===== src/rtl/hilotof_pkg.sv =====
// Shared constants and helpers for the hilotof result path.
// Used by hilotof_result_fifo and its storage sub-module.
`timescale 1ns/1ps
package hilotof_pkg;

    localparam int HILOTOF_WORD_W       = 32;
    localparam int HILOTOF_RESULT_DEPTH = 16;

    // Tells the output stage which register currently holds the head word.
    typedef enum logic {
        SRC_BYPASS = 1'b0,
        SRC_RAM    = 1'b1
    } hilotof_src_e;

    function automatic logic [7:0] hilotof_sat_inc8(input logic [7:0] value);
        hilotof_sat_inc8 = (value == 8'hFF) ? value : value + 8'd1;
    endfunction

endpackage


===== src/rtl/hilotof_sdp_ram.sv =====
// Simple dual-port storage for the result FIFO: one write port and one
// registered read port. Contents are not reset.
`timescale 1ns/1ps
module hilotof_sdp_ram #(
    parameter int WIDTH = 32,
    parameter int AW    = 4
) (
    input  logic             clock,
    input  logic             wr_en,
    input  logic [AW-1:0]    wr_addr,
    input  logic [WIDTH-1:0] wr_data,
    input  logic             rd_en,
    input  logic [AW-1:0]    rd_addr,
    output logic [WIDTH-1:0] rd_data
);

    logic [WIDTH-1:0] mem_r [0:(1<<AW)-1];

    // Write port and registered read port; read data holds while rd_en is low.
    always_ff @(posedge clock) begin
        if (wr_en) begin
            mem_r[wr_addr] <= wr_data;
        end
        if (rd_en) begin
            rd_data <= mem_r[rd_addr];
        end
    end

endmodule


===== src/rtl/hilotof_result_fifo.sv =====
// Result FIFO with registered output stage and storage bypass.
// Optional overflow/drop accounting is built when HILOTOF_FIFO_OVF_EN is defined.
`timescale 1ns/1ps
module hilotof_result_fifo
    import hilotof_pkg::*;
#(
    parameter int WIDTH = HILOTOF_WORD_W,
    parameter int DEPTH = HILOTOF_RESULT_DEPTH
) (
    input  logic                     clock,
    input  logic                     sys_reset_n,
    input  logic [WIDTH-1:0]         in_data,
    input  logic                     in_valid,
    output logic                     in_ready,
    output logic [WIDTH-1:0]         out_data,
    output logic                     out_valid,
    input  logic                     out_ready,
    output logic [$clog2(DEPTH):0]   level,
    output logic                     overflow,
    output logic [7:0]               drop_count
);

    localparam int AW = $clog2(DEPTH);
    localparam int LW = AW + 1;
    localparam logic [AW:0]   PTR_ONE    = {{AW{1'b0}}, 1'b1};
    localparam logic [AW:0]   STOR_FULL  = (AW + 1)'(DEPTH - 1);
    localparam logic [LW-1:0] LEVEL_ONE  = {{(LW-1){1'b0}}, 1'b1};

    logic [AW:0]      wr_ptr_r, rd_ptr_r, wr_ptr_next_s, rd_ptr_next_s;
    logic [LW-1:0]    level_r, level_next_s;
    logic             in_ready_r, in_ready_next_s;
    logic             out_valid_r, out_valid_next_s;
    hilotof_src_e     src_r, src_next_s;
    logic [WIDTH-1:0] byp_data_r, ram_rd_data_s;
    logic             push_s, pop_s, load_s, stor_empty_s;
    logic             ram_wr_en_s, ram_rd_en_s, byp_load_s;

    // Transfer decisions and next-state values for pointers, level and output stage.
    always_comb begin
        push_s           = in_valid && in_ready_r;
        pop_s            = out_valid_r && out_ready;
        stor_empty_s     = (wr_ptr_r == rd_ptr_r);
        load_s           = !out_valid_r || pop_s;
        ram_wr_en_s      = 1'b0;
        ram_rd_en_s      = 1'b0;
        byp_load_s       = 1'b0;
        out_valid_next_s = out_valid_r;
        src_next_s       = src_r;
        if (load_s && !stor_empty_s) begin
            ram_rd_en_s      = 1'b1;
            ram_wr_en_s      = push_s;
            out_valid_next_s = 1'b1;
            src_next_s       = SRC_RAM;
        end else if (load_s && push_s) begin
            byp_load_s       = 1'b1;
            out_valid_next_s = 1'b1;
            src_next_s       = SRC_BYPASS;
        end else if (load_s) begin
            out_valid_next_s = 1'b0;
        end else begin
            ram_wr_en_s      = push_s;
        end
        wr_ptr_next_s = ram_wr_en_s ? (wr_ptr_r + PTR_ONE) : wr_ptr_r;
        rd_ptr_next_s = ram_rd_en_s ? (rd_ptr_r + PTR_ONE) : rd_ptr_r;
        case ({push_s, pop_s})
            2'b10:   level_next_s = level_r + LEVEL_ONE;
            2'b01:   level_next_s = level_r - LEVEL_ONE;
            default: level_next_s = level_r;
        endcase
        // Full means the output stage is occupied and storage holds DEPTH-1 words.
        in_ready_next_s = !(out_valid_next_s && ((wr_ptr_next_s - rd_ptr_next_s) == STOR_FULL));
    end

    // State registers for pointers, level, ready and the output stage.
    always_ff @(posedge clock) begin
        if (!sys_reset_n) begin
            wr_ptr_r    <= '0;
            rd_ptr_r    <= '0;
            level_r     <= '0;
            in_ready_r  <= 1'b0;
            out_valid_r <= 1'b0;
            src_r       <= SRC_BYPASS;
            byp_data_r  <= '0;
        end else begin
            wr_ptr_r    <= wr_ptr_next_s;
            rd_ptr_r    <= rd_ptr_next_s;
            level_r     <= level_next_s;
            in_ready_r  <= in_ready_next_s;
            out_valid_r <= out_valid_next_s;
            src_r       <= src_next_s;
            if (byp_load_s) begin
                byp_data_r <= in_data;
            end
        end
    end

    hilotof_sdp_ram #(
        .WIDTH (WIDTH),
        .AW    (AW)
    ) u_ram (
        .clock   (clock),
        .wr_en   (ram_wr_en_s && sys_reset_n),
        .wr_addr (wr_ptr_r[AW-1:0]),
        .wr_data (in_data),
        .rd_en   (ram_rd_en_s && sys_reset_n),
        .rd_addr (rd_ptr_r[AW-1:0]),
        .rd_data (ram_rd_data_s)
    );

    assign in_ready  = in_ready_r;
    assign out_valid = out_valid_r;
    assign level     = level_r;
    assign out_data  = (src_r == SRC_RAM) ? ram_rd_data_s : byp_data_r;

`ifdef HILOTOF_FIFO_OVF_EN
    logic       overflow_r;
    logic [7:0] drop_count_r;
    logic       drop_s;

    assign drop_s = in_valid && !in_ready_r;

    // Sticky overflow flag and saturating drop counter.
    always_ff @(posedge clock) begin
        if (!sys_reset_n) begin
            overflow_r   <= 1'b0;
            drop_count_r <= 8'd0;
        end else if (drop_s) begin
            overflow_r   <= 1'b1;
            drop_count_r <= hilotof_sat_inc8(drop_count_r);
        end
    end

    assign overflow   = overflow_r;
    assign drop_count = drop_count_r;
`else
    assign overflow   = 1'b0;
    assign drop_count = 8'd0;
`endif

endmodule

===== config.mk =====
export PLATFORM = sky130hd
export DESIGN_NAME = hilotof_result_fifo
export DESIGN_NICKNAME = d
export VERILOG_FILES = /design/src/rtl/hilotof_pkg.sv /design/src/rtl/hilotof_sdp_ram.sv /design/src/rtl/hilotof_result_fifo.sv
export SDC_FILE = /design/constraint.sdc
export NUM_CORES = 1
export LEC_CHECK = 0
export CORE_MARGIN = 3
export CORE_UTILIZATION = 65
export DETAILED_ROUTE_END_ITERATION = 8
export GPL_ROUTABILITY_DRIVEN = 0
export PLACE_DENSITY_LB_ADDON = 0.08
export SYNTH_ARGS = -nofsm -noshare
export SYNTH_HDL_FRONTEND = slang
export SYNTH_SLANG_ARGS = --single-unit

===== constraint.sdc =====
create_clock -name clock -period 9.25 [get_ports clock]
set_input_delay 1.85 -clock clock [delete_from_list [all_inputs] [get_ports clock]]
set_output_delay 1.85 -clock clock [all_outputs]
set_load 0.005 [all_outputs]

Word level (Yosys, flattened, before mapping)
Memory sizes are Yosys's and may differ from the RTL's. A register that Yosys moved wholly into a read port is not among the register bits.
Index checks and enable logic that the tools add are counted.
- bits in writable memories: 512
- word-level logic and storage cells: 47
- memory bits (read-only): 0
- flip-flop bits (word level): 50
- memories kept: 1
- latch bits: 0
- output and inout port bits: 48
- memories (name ; words ; width ; read ports ; clocked after memory_dff ; wr ports ; RTL line ; source):
    u_ram.mem_r ; 16 ; 32 ; 1 ; 1 ; 1 ; hilotof_sdp_ram.sv:17 ; logic [WIDTH-1:0] mem_r [0:(1<<AW)-1];
- muxes and demuxes: 17
- reductions and logical operators: 13
- multipliers: 0
- $add $sub $neg: 5
- divide/modulo/power cells: 0
- eq/ne operators: 4
- magnitude comparators: 0
- bitwise gates (word level): 0
- shifts and indexed selects: 0
- operator list (kind ; count):
    $mux W32 ; 1
    $add A5 B1 Y5 const B ; 3
    $mux W1 ; 13
    $mux W5 ; 2
    $pmux W5 S2 ; 1
    $logic_and A1 B1 Y1 ; 7
    $eq A5 B4 Y1 const B ; 1
    $eq A5 B5 Y1 ; 1
    $sub A5 B1 Y5 const B ; 1
    $sub A5 B5 Y5 ; 1
    $reduce_bool A2 Y1 ; 2
    $logic_not A1 Y1 ; 3
    $eq A2 B1 Y1 const B ; 1
    $eq A2 B2 Y1 const B ; 1
    $logic_or A1 B1 Y1 ; 1

Longest topological paths before layout
- word-level depth: 10
- gate-level depth with buffers: 13
- gate-level depth less buffers: 12

Modules after synthesis
Synthesis repeated with hierarchy kept, for this count alone.
- cells, all modules: 1154
- area total of the unflattened synthesis: 22880.7 um^2
- by module, submodules not included (module ; area an instance (um^2) ; times used ; cells each):
    hilotof_sdp_ram ; 20174.3 ; 1 ; 838
    hilotof_result_fifo ; 2706.3 ; 1 ; 316

Worst setup path after synthesis
Ideal clock, no wire load.
- kind: input to register
- start point: in out_ready
- end point: mem u_ram.mem_r[0][0], enable pin
- library setup time: 501 ps
- data required time: 8749 ps
- path buffers: 0
- path slack: 3248 ps
- arrival: 5501 ps
- stages: 4
- cell sequence: nand2b_1 -> nand3_1 -> nand2_1 -> nor4_1
- cells in the longest elaborated chain, start to end: 8
- elaborated cells on any way between the ends: 10
- classes of those cells: 5 x mux; 5 x reduce/logical
- RTL lines (what ; RTL line ; source):
    from (decl) ; hilotof_result_fifo.sv:17 ; input logic out_ready,
    $logic_and A1 B1 Y1 * ; hilotof_result_fifo.sv:41 ; pop_s = out_valid_r && out_ready;
    $logic_or A1 B1 Y1 * ; hilotof_result_fifo.sv:43 ; load_s = !out_valid_r || pop_s;
    $mux W1 / $logic_and A1 B1 Y1 (equally long branches) ; hilotof_result_fifo.sv:58, hilotof_result_fifo.sv:54 ;
    $mux W1 ; hilotof_result_fifo.sv:54 ; end else if (load_s && push_s) begin
    $mux W1 * ; hilotof_result_fifo.sv:49 ; if (load_s && !stor_empty_s) begin
    $logic_and A1 B1 Y1 * ; hilotof_result_fifo.sv:102 ; .wr_en (ram_wr_en_s && sys_reset_n),
    $mux W1 * ; hilotof_sdp_ram.sv:21 ; if (wr_en) begin
    $mux W1 (implied by the code) * ; hilotof_sdp_ram.sv:22 ; mem_r[wr_addr] <= wr_data;
    to (decl) ; hilotof_sdp_ram.sv:17 ;
Mark *: on every way between the ends. The rest lies on a longest branch, timed or not.

Final worst setup path
- start point: reg src_r
- end point: out out_data[12]
- cells in the longest elaborated chain, start to end: 1
- RTL lines (what ; RTL line ; source):
    from (decl) ; hilotof_result_fifo.sv:33 ; hilotof_src_e src_r, src_next_s;
    from (signal assigned) ; hilotof_result_fifo.sv:90 ; src_r <= src_next_s;
    $mux W32 ; hilotof_result_fifo.sv:113 ; assign out_data = (src_r == SRC_RAM) ? ram_rd_data_s : byp_data_r;
    to (decl) ; hilotof_result_fifo.sv:15 ; output logic [WIDTH-1:0] out_data,
No other way between the ends.

==> impl_metrics.csv <==
group,metric,value,unit
run_status,status,"finished clean",
floorplan,die-area,0.0377,mm^2
timing,hold_slack,450,ps
clocking,cts_resized,0,
finish,area_delta_synth_final,13.4,%
setup_path,critPathTopFamily,"flip-flops",
clocking,clk_latency,590,ps
logic_synthesis,async_reset_ff_frac,0,
logic_synthesis,syn_area,0.0230,mm^2
logic_synthesis,syn_area_per_cell,21.3,um^2
setup_path,worstSetupPathType,"reg2out",
route,ant_nets,0,
placement,dp_hpwl,25100,um
setup_path,cp_cell_sequence,"mux2_2, clkdlybuf4s50_1",
logic_synthesis,synth_edf_count,544,
setup_path,critPathBufInv,1,
floorplan,core,0.0347,mm^2
route,post_drt_wl_per_cell,26.7,um
setup_path,reg2regPathDepth,6,
power_and_ir_drop,p_int,4.85,mW
timing,fin_crit_sh,0.480,
clocking,cts_buffers,56,
global_routing,grt_first_pass_wirelength,69300,um
timing,finalHoldViolCount,0,
setup_path,critPathRequiredTime,7400,ps
logic_synthesis,synth-seq-area-share,0.754,
global_routing,grt_pass1_vias,11100,
logic_synthesis,synth_area_leaders,"edfxtp_1, mux4_2, dfxtp_1, mux2_2, nand2_1",
power_and_ir_drop,pwr-share-seq,0.493,
route,drcViolationCount,0,
power_and_ir_drop,fin_total_pwr,6.30,mW
clocking,cts_hold_buf,0,
power_and_ir_drop,powerDensity,242,mW/mm^2
clocking,clock_path_buffers,3,
clocking,cts.sinks,594,
logic_synthesis,netlist_top_cells_count,"edfxtp_1, mux4_2, nand2_1",
min_path,hold_depth,2,
timing,rsz0062_at_grt,"false",
timing,setup_viol,0,
route,viasPerCell,6.31,
setup_path,critical_path_arrival,2590,ps
logic_synthesis,ys.flop_type,"edfxtp_1",
floorplan,ios,84,
global_routing,track_usage,0.244,
setup_path,cp_slowest_cell,"dfxtp_2",
placement,port_buffers,74,
global_routing,antenna_found_initial,0,
timing,period_minus_slack,4440,ps
min_path,hold_class,"reg2reg",
logic_synthesis,ys_types,38,
timing,worstMarginPinSlew,1160,ps
logic_synthesis,synth_warnings,0,
timing,totalNegativeSetupSlack,0,ps
setup_path,cp-end-kind,"output pin",
clocking,cts_tree,"built",
power_and_ir_drop,leakage,8.11,nW
logic_synthesis,synth_area_leader_cell,"edfxtp_1",
floorplan,die_h,194,um
run,maxCapViolCount,0,
clocking,post-cts-setup-buffers,0,
clocking,path_clk_slew,60,ps
clocking,cts-htree-levels,2,
floorplan,start_util,0.663,
route,route.vias.total,10600,
logic_synthesis,netlist.area_leader.share,0.710,
finish,drive_gt1_frac,0.262,
timing,relSlewSlack,0.228,
power_and_ir_drop,switching_power,1.45,mW
setup_path,regToRegStartpoint,"rd_ptr_r[1]",
power_and_ir_drop,p_clk_frac,0.360,
min_path,hold_end,"byp_data_r[5]",
floorplan,die_w,194,um
setup_path,cpPeakStageDelay,1030,ps
route,routed_wl,44800,um
setup_path,rr_endpoint,"u_ram.mem_r[5][25]",
power_and_ir_drop,swShare,0.231,
logic_synthesis,synth_most_common_cell,"edfxtp_1",
logic_synthesis,netlist_instances,1082,
setup_path,cp-start-kind,"flop",
timing,skew,15.6,ps
global_routing,grt_max_degree,104,
min_path,holdCritStartpoint,"byp_data_r[5]",
setup_path,critPathMaxFanout,33,
power_and_ir_drop,p_comb_frac,0.147,
finish,final_nets,1228,
logic_synthesis,ys_seq_elements,594,
timing,fmax,225,MHz
global_routing,overflow,0,
setup_path,r2r_slack,5410,ps
route,first_iter_violations,765,
finish,antenna_cells,0,
power_and_ir_drop,peakVddDrop,0.257,mV
route,dr.pass1.iters,7,
timing,slew_viol_final,0,
floorplan,row_count,68,
clocking,cts-root-buf,"clkbuf_16",
[cell families (layout without fill, tap and decap cells)]
group	after synthesis	after routing	synth area share
buffers and inverters	78	211	0.0193
XOR/XNOR	21	21	0.00859
multiplexers	193	193	0.173
flip-flops	594	594	0.754
AO/OA/AOI/OAI	54	54	0.0131
adder cells (fa/ha/maj)	15	15	0.00881
other	1	9	0.000163
AND/OR/NAND/NOR	126	126	0.0238
[power groups by stage]
stage	clock network [mW]	logic [mW]	registers, mW
2_1_floorplan	0	0.666	3.10
3_3_place_gp	0	0.916	3.16
3_5_place_dp	0	0.928	3.17
4_1_cts	2.31	0.939	3.11
5_1_grt	2.41	0.994	3.12
6_report	2.27	0.925	3.11
[registers in the layout, summed over array words and instances, names as in the netlist]
name,cells
level,5
rd_ptr_r,5
in_ready,1
u_ram.rd_data,32
wr_ptr_r,5
byp_data_r,32
src_r,1
u_ram.mem_r,512
out_valid,1
[per-stage QoR]
| stage | setup WS [ps] | instance area, um^2 | util | instances |
|---|---|---|---|---|
| floorplan | 3250 | 23000 | - | 1090 |
| global placement | 4360 | 24200 | 0.698 | 1574 |
| detailed placement | 4260 | 24200 | 0.698 | 1574 |
| CTS | 4770 | 26100 | 0.751 | 1678 |
| global route | 4690 | 26100 | 0.751 | 1678 |
| finish | 4810 | 26100 | 0.751 | 1678 |
[how the worst max path moves through the flow]
| stage | endpoint | start | depth (start not counted) | slack (ps) |
|---|---|---|---|---|
| floorplan | u_ram.mem_r[0][0] | out_ready | 4 | 3250 |
| global placement | u_ram.mem_r[5][15] | in_valid | 6 | 4360 |
| detailed placement | u_ram.mem_r[9][15] | in_valid | 6 | 4260 |
| CTS | out_data[12] | src_r | 2 | 4770 |
| global route | u_ram.mem_r[5][24] | in_valid | 6 | 4690 |
| finish | out_data[12] | src_r | 2 | 4810 |
[cell type report]
class | instances | area, um^2
tap | 455 | 569
multi-input combinational | 418 | 5370
clock buffer | 82 | 1620
timing repair buffer | 95 | 911
inverter | 12 | 45.0
clock inverter | 22 | 220
fill | 1928 | 8630
sequential | 594 | 17300
[tightest hold or removal path, delay by kind of cell, from the launching register on]
family | cells | cell delay [ps]
simple gates | 1 | 50
flops | 1 | 300
compound gates | 1 | 50
[metal layers]
| metal | vias up | track usage | part of all wire |
|---|---|---|---|
| met5 | - | 0 | 0 |
| met4 | 0 | 0.0691 | 0.022 |
| met3 | 72 | 0.0374 | 0.058 |
| met2 | 367 | 0.392 | 0.50 |
| met1 | 5580 | 0.362 | 0.42 |
| li1 | 4574 | - | - |
[placed cells by master (no fill, tap or decap), types with 5 or more instances in the layout]
cell type,count
a21oi_1,44
and2_1,5
buf_4,20
clkbuf_1,16
clkbuf_16,58
clkbuf_8,8
clkdlybuf4s50_1,74
clkinv_1,9
clkinv_2,5
conb_1,9
dfxtp_1,45
edfxtp_1,544
ha_1,13
inv_1,11
mux2_2,32
mux4_2,160
nand2_1,74
nor2_1,17
nor2_4,9
xnor2_1,8
xor2_1,12
No activity file was read; power rests on OpenSTA's default activity.
